### config.mk
export PLATFORM = sky130hd
export DESIGN_NAME = div32_seq
export DESIGN_NICKNAME = d
export VERILOG_FILES = /design/src/rtl/div32_seq.sv
export SDC_FILE = /design/constraint.sdc
export NUM_CORES = 1
export LEC_CHECK = 0
export CORE_MARGIN = 10
export CORE_UTILIZATION = 23
export DETAILED_ROUTE_END_ITERATION = 8
export GPL_TIMING_DRIVEN = 0
export PLACE_DENSITY = 0.5
export SLEW_MARGIN = 25
export SYNTH_ARGS = -nofsm -noshare
export SYNTH_HDL_FRONTEND = slang
export SYNTH_SLANG_ARGS = --single-unit
### constraint.sdc
create_clock -name clk -period 3.92 [get_ports clk]
set_clock_uncertainty 0.15 [all_clocks]
set_input_delay 0.98 -clock clk [delete_from_list [all_inputs] [get_ports clk]]
set_output_delay 0.98 -clock clk [all_outputs]
set_load 0.05 [all_outputs]
### src/rtl/div32_seq.sv
// Sequential restoring divider: one quotient bit per cycle via a WIDTH+1-bit trial subtraction.
// Optional signed mode (port Signed) is compiled in when DIV32_SIGNED_EN is defined.
module div32_seq #(
    parameter int WIDTH = 32,
    parameter int CNTW  = 6
) (
    input  logic             clk,
    input  logic             reset,
    input  logic             Start,
    input  logic [WIDTH-1:0] A,
    input  logic [WIDTH-1:0] B,
`ifdef DIV32_SIGNED_EN
    input  logic             Signed,
`endif
    output logic             Busy,
    output logic             Done,
    output logic [WIDTH-1:0] Quotient,
    output logic [WIDTH-1:0] Remainder,
    output logic             DivZero
);

    typedef enum logic [1:0] {
        S_IDLE,
        S_RUN,
        S_DONE
    } state_t;

    state_t           state, state_nxt;
    logic [WIDTH-1:0] r, q, b_reg;
    logic [CNTW-1:0]  cnt;
    logic [WIDTH:0]   trial;
    logic [WIDTH-1:0] r_step, q_step;
    logic [WIDTH-1:0] q_fin, r_fin;
    logic [WIDTH-1:0] a_mag, b_mag;
    logic             last_iter;

`ifdef DIV32_SIGNED_EN
    logic neg_q, neg_r;

    always_comb begin
        a_mag = (Signed && A[WIDTH-1]) ? -A : A;
        b_mag = (Signed && B[WIDTH-1]) ? -B : B;
        q_fin = neg_q ? -q_step : q_step;
        r_fin = neg_r ? -r_step : r_step;
    end
`else
    always_comb begin
        a_mag = A;
        b_mag = B;
        q_fin = q_step;
        r_fin = r_step;
    end
`endif

    // Borrow out of the trial subtraction (trial[WIDTH]) means the divisor did not fit.
    always_comb begin
        trial     = {r, q[WIDTH-1]} - {1'b0, b_reg};
        last_iter = (cnt == CNTW'(WIDTH - 1));
        if (!trial[WIDTH]) begin
            r_step = trial[WIDTH-1:0];
            q_step = {q[WIDTH-2:0], 1'b1};
        end else begin
            r_step = {r[WIDTH-2:0], q[WIDTH-1]};
            q_step = {q[WIDTH-2:0], 1'b0};
        end
    end

    // NOTE: every always_comb output gets a default first so no latch can be inferred.
    always_comb begin
        state_nxt = state;
        Busy      = 1'b0;
        Done      = 1'b0;
        case (state)
            S_IDLE: begin
                if (Start) state_nxt = (B == '0) ? S_DONE : S_RUN;
            end
            S_RUN: begin
                Busy = 1'b1;
                if (last_iter) state_nxt = S_DONE;
            end
            S_DONE: begin
                Done      = 1'b1;
                state_nxt = S_IDLE;
            end
            default: state_nxt = S_IDLE;
        endcase
    end

    // NOTE: sequential state uses non-blocking assignments so all registers update together.
    always_ff @(posedge clk) begin
        if (reset) state <= S_IDLE;
        else       state <= state_nxt;
    end

    always_ff @(posedge clk) begin
        if (reset) begin
            r         <= '0;
            q         <= '0;
            b_reg     <= '0;
            cnt       <= '0;
            Quotient  <= '0;
            Remainder <= '0;
            DivZero   <= 1'b0;
`ifdef DIV32_SIGNED_EN
            neg_q     <= 1'b0;
            neg_r     <= 1'b0;
`endif
        end else begin
            case (state)
                S_IDLE: begin
                    if (Start) begin
                        DivZero <= (B == '0);
                        if (B == '0) begin
                            Quotient  <= '1;
                            Remainder <= A;
                        end else begin
                            r     <= '0;
                            q     <= a_mag;
                            b_reg <= b_mag;
                            cnt   <= '0;
`ifdef DIV32_SIGNED_EN
                            neg_q <= Signed & (A[WIDTH-1] ^ B[WIDTH-1]);
                            neg_r <= Signed & A[WIDTH-1];
`endif
                        end
                    end
                end
                S_RUN: begin
                    r   <= r_step;
                    q   <= q_step;
                    cnt <= cnt + CNTW'(1);
                    if (last_iter) begin
                        Quotient  <= q_fin;
                        Remainder <= r_fin;
                    end
                end
                default: ;
            endcase
        end
    end

endmodule

Word-level counts from Yosys, hierarchy flattened. Index checks and enable logic that the tools add are counted.

Input bits: 67. Output and inout bits: 67. Flip-flop bits (word level): 169. Logic and storage cells: 51.

Muxes and demuxes: 25. Eq/ne operators: 7. Reduce and logical (&&, ||, !) cells: 8. $add $sub $neg: 2. Bitwise logic cells: 1.

Operators with widths (count): 32-bit 2-to-1 mux (11); 32-bit case mux with 2 select lines (4); 33-bit by 32-bit subtractor with 33-bit output (1); 32-bit zero test (1); 6-bit 2-to-1 mux (2); 6-bit case mux with 2 select lines (1); 2-bit inequality test (second input constant) (4); 6-bit by 1-bit adder with 6-bit output (second input constant) (1); 6-bit by 5-bit == test with 1-bit output (second input constant) (1); 2-bit 2-to-1 mux (3); 3-bit AND reduction (2); 2-bit case mux with 2 select lines (1); 2-bit AND reduction (2); 4-bit AND reduction (1); 1-bit 2-to-1 mux (3); 2-bit by 1-bit == test with 1-bit output (second input constant) (1); 2-bit == test (second input constant) (1); 2-bit zero test (1); 2-bit nonzero test (1); 1-bit inverter (1).

Longest topological paths before layout.
Word-level depth: 4. Mapped depth: 14. Mapped depth without buffers: 12.

Worst setup path after synthesis. No wires, ideal clock.

Path kind: input -> register. Start: input port B[16]. End: register Quotient[28]. Stages on the path: 10. Setup time: 0.078 ns. Path slack: 1.044 ns. Path buffers: 3. Data required time: 3.692 ns. Data arrival time: 2.648 ns. Path through: nor4_1 -> nand4_1 -> nor3_1 -> a21o_1 -> nor2b_1 -> clkbuf_1 -> clkbuf_8 -> clkbuf_1 -> nor2_1 -> nor3_1.

Longest elaborated chain between the ends: 3.

RTL lines: start, declared (line 11) `input logic [WIDTH-1:0] B,`; 32-bit zero test (line 113) `if (B == '0) begin`; 2-bit inequality test (no source line); 4-bit AND reduction (no source line); end signal, assigned (line 133) `Quotient <= q_fin;`; end, declared (line 17) `output logic [WIDTH-1:0] Quotient,`.

No other way between the ends. A chain may end at the register's enable or synchronous reset.

Worst setup path in the final report.
Start: register state[1]. End: output port Busy.

Longest elaborated chain between the ends: 2.

RTL lines: start, declared (line 28) `state_t state, state_nxt;`; start signal, assigned (line 92) `else state <= state_nxt;`; 2-bit by 1-bit == test with 1-bit output (line 73) `case (state)`; 1-bit 2-to-1 mux (line 73); end, declared (line 15) `output logic Busy,`.

No other way between the ends.

==> impl_metrics.toml <==
[layout]
layout.cells.non_filler = 1782
fin_nets = 1359
post-route-util_pct = 30.04
diodes = 0
layout-drive-gt1-share_pct = 7.081
area_growth_pct = 29.49
final_area_um2 = 11240

[global_route]
grt_pass1_wl_um = 49020
grt_pass1_vias = 8553
antenna_found_initial = 0
overflow = 0
grt_max_degree = 20
grtUsageTotal_pct = 13.62

[clock_network]
clkTransAtPathRegs_ns = 0.07
clockRootBuffer = "clkbuf_16"
clk_path_buf_depth = 2
ctsHoldBuffers = 0
clock_sinks = 169
cts_tree = "built"
clock_latency_ns = 0.44
htree_levels = 4
cts_buffers = 17

[detailed_routing]
routed_wl_um = 32070
post_drt_wl_per_cell_um = 17.99
vias = 8482
remaining_drc_errors = 0
drt.antenna.violating_nets = 0
vias_per_cell = 4.760
drt_iter0_drc = 477
dr.pass1.iters = 5

[flow_run]
drv_cap = 0

[place]
dp_hpwl_um = 25660
dpl_cell_area_um2 = 10650
io_buffers = 133
routabilityCongestion = 0.8187
numPlacedInstances = 1752

[yosys]
syn-instance-count = 1108
syn-cell-area_um2 = 8677
synthMuxAreaShare_pct = 2.812
syn_avg_cell_area_um2 = 7.831
synth-simple-area-share_pct = 22.19
synth-xor-area-share_pct = 2.826
synth_top_family_by_area = "simple AND/OR/NAND/NOR gates"
yosys.area_share.adder_pct = 4.989
yosysWarnings = 0
ys_seq_elements = 169
synth_compound_area_share_pct = 21.82
synth_nets = 1209
ys.flop_type = "dfxtp_1"
yosysUniqueCellTypes = 68
synth_edf_count = 0
yosysSeqAreaShare_pct = 38.99
async_flop_share_pct = 0

[hold_path]
holdCritPathClass = "reg -> reg"

[timing]
max-slew-margin-rel_pct = 50.09
post-route-period-util_pct = 97.87
fin_crit_ns = 3.836
fmax_mhz = 260.7
finalHoldViolCount = 0
fin_tns_setup_ns = 0
rsz0062_at_grt = "false"
tightest_slew_ns = 0.7487
finalSetupViolCount = 0
final_max_slew_viol_count = 0

[power_and_ir_drop]
combPwrFrac_pct = 62.2
power.internal_mw = 5.493
total_power_mw = 10.08
p_switching_mw = 4.587
peakVddDrop_uv = 600.1
seq_power_share_pct = 20.9
p_per_area_nw_per_um2 = 897.1
swShare_pct = 45.51
power.share.clock_pct = 16.9
power.leakage_nw = 4.094

[setup_path]
critPathRequiredTime_ns = 2.79
worstSetupEndpointType = "primary output"
cp_max_fo = 10
path_class = "reg -> out"
cp.arrival_ns = 2.71
cp-start-kind = "register"

[floorplanning]
core_area_um2 = 37400
num_rows = 71
die_w_um = 214.2
start_util_pct = 23.20
dieArea_um2 = 45890
io_pins = 134
die_h_um = 214.2

[run_status]
outcome = "complete, no violations"
worst paths after layout:
path | slack (ns) | from | endpoint | cells past startpoint
min | 0.31 | b_reg[12]$_SDFFE_PP0P_ | b_reg[12]$_SDFFE_PP0P_ | 2
min reg2reg | 0.31 | b_reg[12]$_SDFFE_PP0P_ | b_reg[12]$_SDFFE_PP0P_ | 2
max | 0.08 | state[1]$_SDFFE_PP0P_ | Busy | 6
max reg2reg | 0.42 | q[31]$_SDFFE_PP0P_ | Remainder[26]$_SDFFE_PP0P_ | 12
routing by layer:
metal	global-route usage, %	wire length (um)
met5	0	0
met4	3.545	451
met3	2.863	1357
met2	23.32	15510
met1	16.99	14750
layout make-up:
| cell class | instances | area [um2] |
|---|---|---|
| Buffer | 73 | 370.4 |
| Clock buffer | 17 | 425.4 |
| Clock inverter | 15 | 155.1 |
| Fill cell | 4047 | 26160 |
| Inverter | 48 | 180.2 |
| Multi-Input combinational cell | 816 | 4752 |
| Sequential cell | 169 | 3383 |
| Tap cell | 511 | 639.4 |
| Timing Repair Buffer | 133 | 1330 |
cell usage in the layout (no fill, tap or decap), drive strengths merged, types with 3 or more instances in the layout:
| master | count |
|---|---|
| o31ai | 7 |
| and2 | 5 |
| clkinv | 5 |
| or3 | 3 |
| clkbuf | 78 |
| o311ai | 3 |
| mux2 | 19 |
| o211ai | 9 |
| a311oi | 31 |
| o32ai | 4 |
| a41oi | 3 |
| a211oi | 6 |
| clkdlybuf4s50 | 132 |
| nor2b | 6 |
| dfxtp | 169 |
| and3 | 5 |
| inv | 56 |
| nor4 | 9 |
| ha | 33 |
| o21ai | 56 |
| nor2 | 95 |
| xor2 | 10 |
| a211o | 3 |
| a21o | 15 |
| a21oi | 103 |
| nand2 | 207 |
| nor3 | 71 |
| mux2i | 3 |
| nand3 | 9 |
| buf | 12 |
| xnor2 | 18 |
| a31oi | 33 |
| o22ai | 3 |
| o21bai | 8 |
| nor3b | 3 |
| nand2b | 10 |
| nand4 | 10 |
synth_stat cells, types with 8 or more instances:
| master | count | area, um2 |
|---|---|---|
| mux2_2 | 19 | 214.0 |
| o211ai_1 | 9 | 67.56 |
| clkbuf_1 | 60 | 225.2 |
| xnor2_1 | 18 | 157.7 |
| a21oi_1 | 101 | 505.5 |
| o21bai_1 | 8 | 60.06 |
| inv_1 | 48 | 180.2 |
| nor2_1 | 95 | 356.6 |
| nand3_1 | 9 | 45.04 |
| xor2_1 | 10 | 87.58 |
| a311oi_1 | 31 | 271.5 |
| ha_1 | 33 | 412.9 |
| nand2_1 | 207 | 777.0 |
| dfxtp_1 | 169 | 3383 |
| nor3_1 | 70 | 350.3 |
| a31oi_1 | 33 | 206.5 |
| a21o_1 | 14 | 105.1 |
| nand4_1 | 9 | 56.30 |
| o21ai_0 | 51 | 255.2 |
| nor4_1 | 9 | 56.30 |
| nand2b_1 | 9 | 56.30 |
power groups by stage:
| stage | sequential, mW | clock, mW | combinational (mW) |
|---|---|---|---|
| 6_report | 2.11 | 1.71 | 6.27 |
| 5_1_grt | 2.13 | 1.82 | 6.87 |
| 4_1_cts | 2.11 | 1.74 | 6.26 |
| 3_5_place_dp | 2.15 | 0 | 6.21 |
| 3_3_place_gp | 2.15 | 0 | 6.20 |
| 2_1_floorplan | 2.06 | 0 | 4.75 |
timing repair:
| item | CTS | global route |
|---|---|---|
| setup buffers | 0 | 0 |
| setup endpoints to repair | 50 | 36 |
| resized for setup | 3 | 7 |
worst max-delay path, stage by stage, from the launching register on:
cell	delay (ns)
dfxtp_1	0.38
nand2b_1	0.18
buf_6	0.15
inv_1	0.15
clkbuf_2	0.32
clkbuf_1	0.47
dlygate4sd2_1	0.61
logic make-up (layout without fill, tap and decap cells):
logic type	after synthesis	count (layout)
muxes	22	22
adders and majority gates	34	34
and+or+nand+nor	437	437
buffers and inverters	123	286
DFF	169	169
AOI/OAI and AO/OA	295	295
xor gates and xnor gates	28	28
stage by stage:
stage | hold WS [ns] | setup WS, ns
detailed placement | 0.2991 | -0.6728
global placement | 0.2983 | -0.6201
global route | 0.3336 | 0.004894
CTS | 0.3093 | 0.03098
floorplan | 0.2863 | 1.044
finish | 0.3058 | 0.08368
No activity file was read; power rests on OpenSTA's default activity.
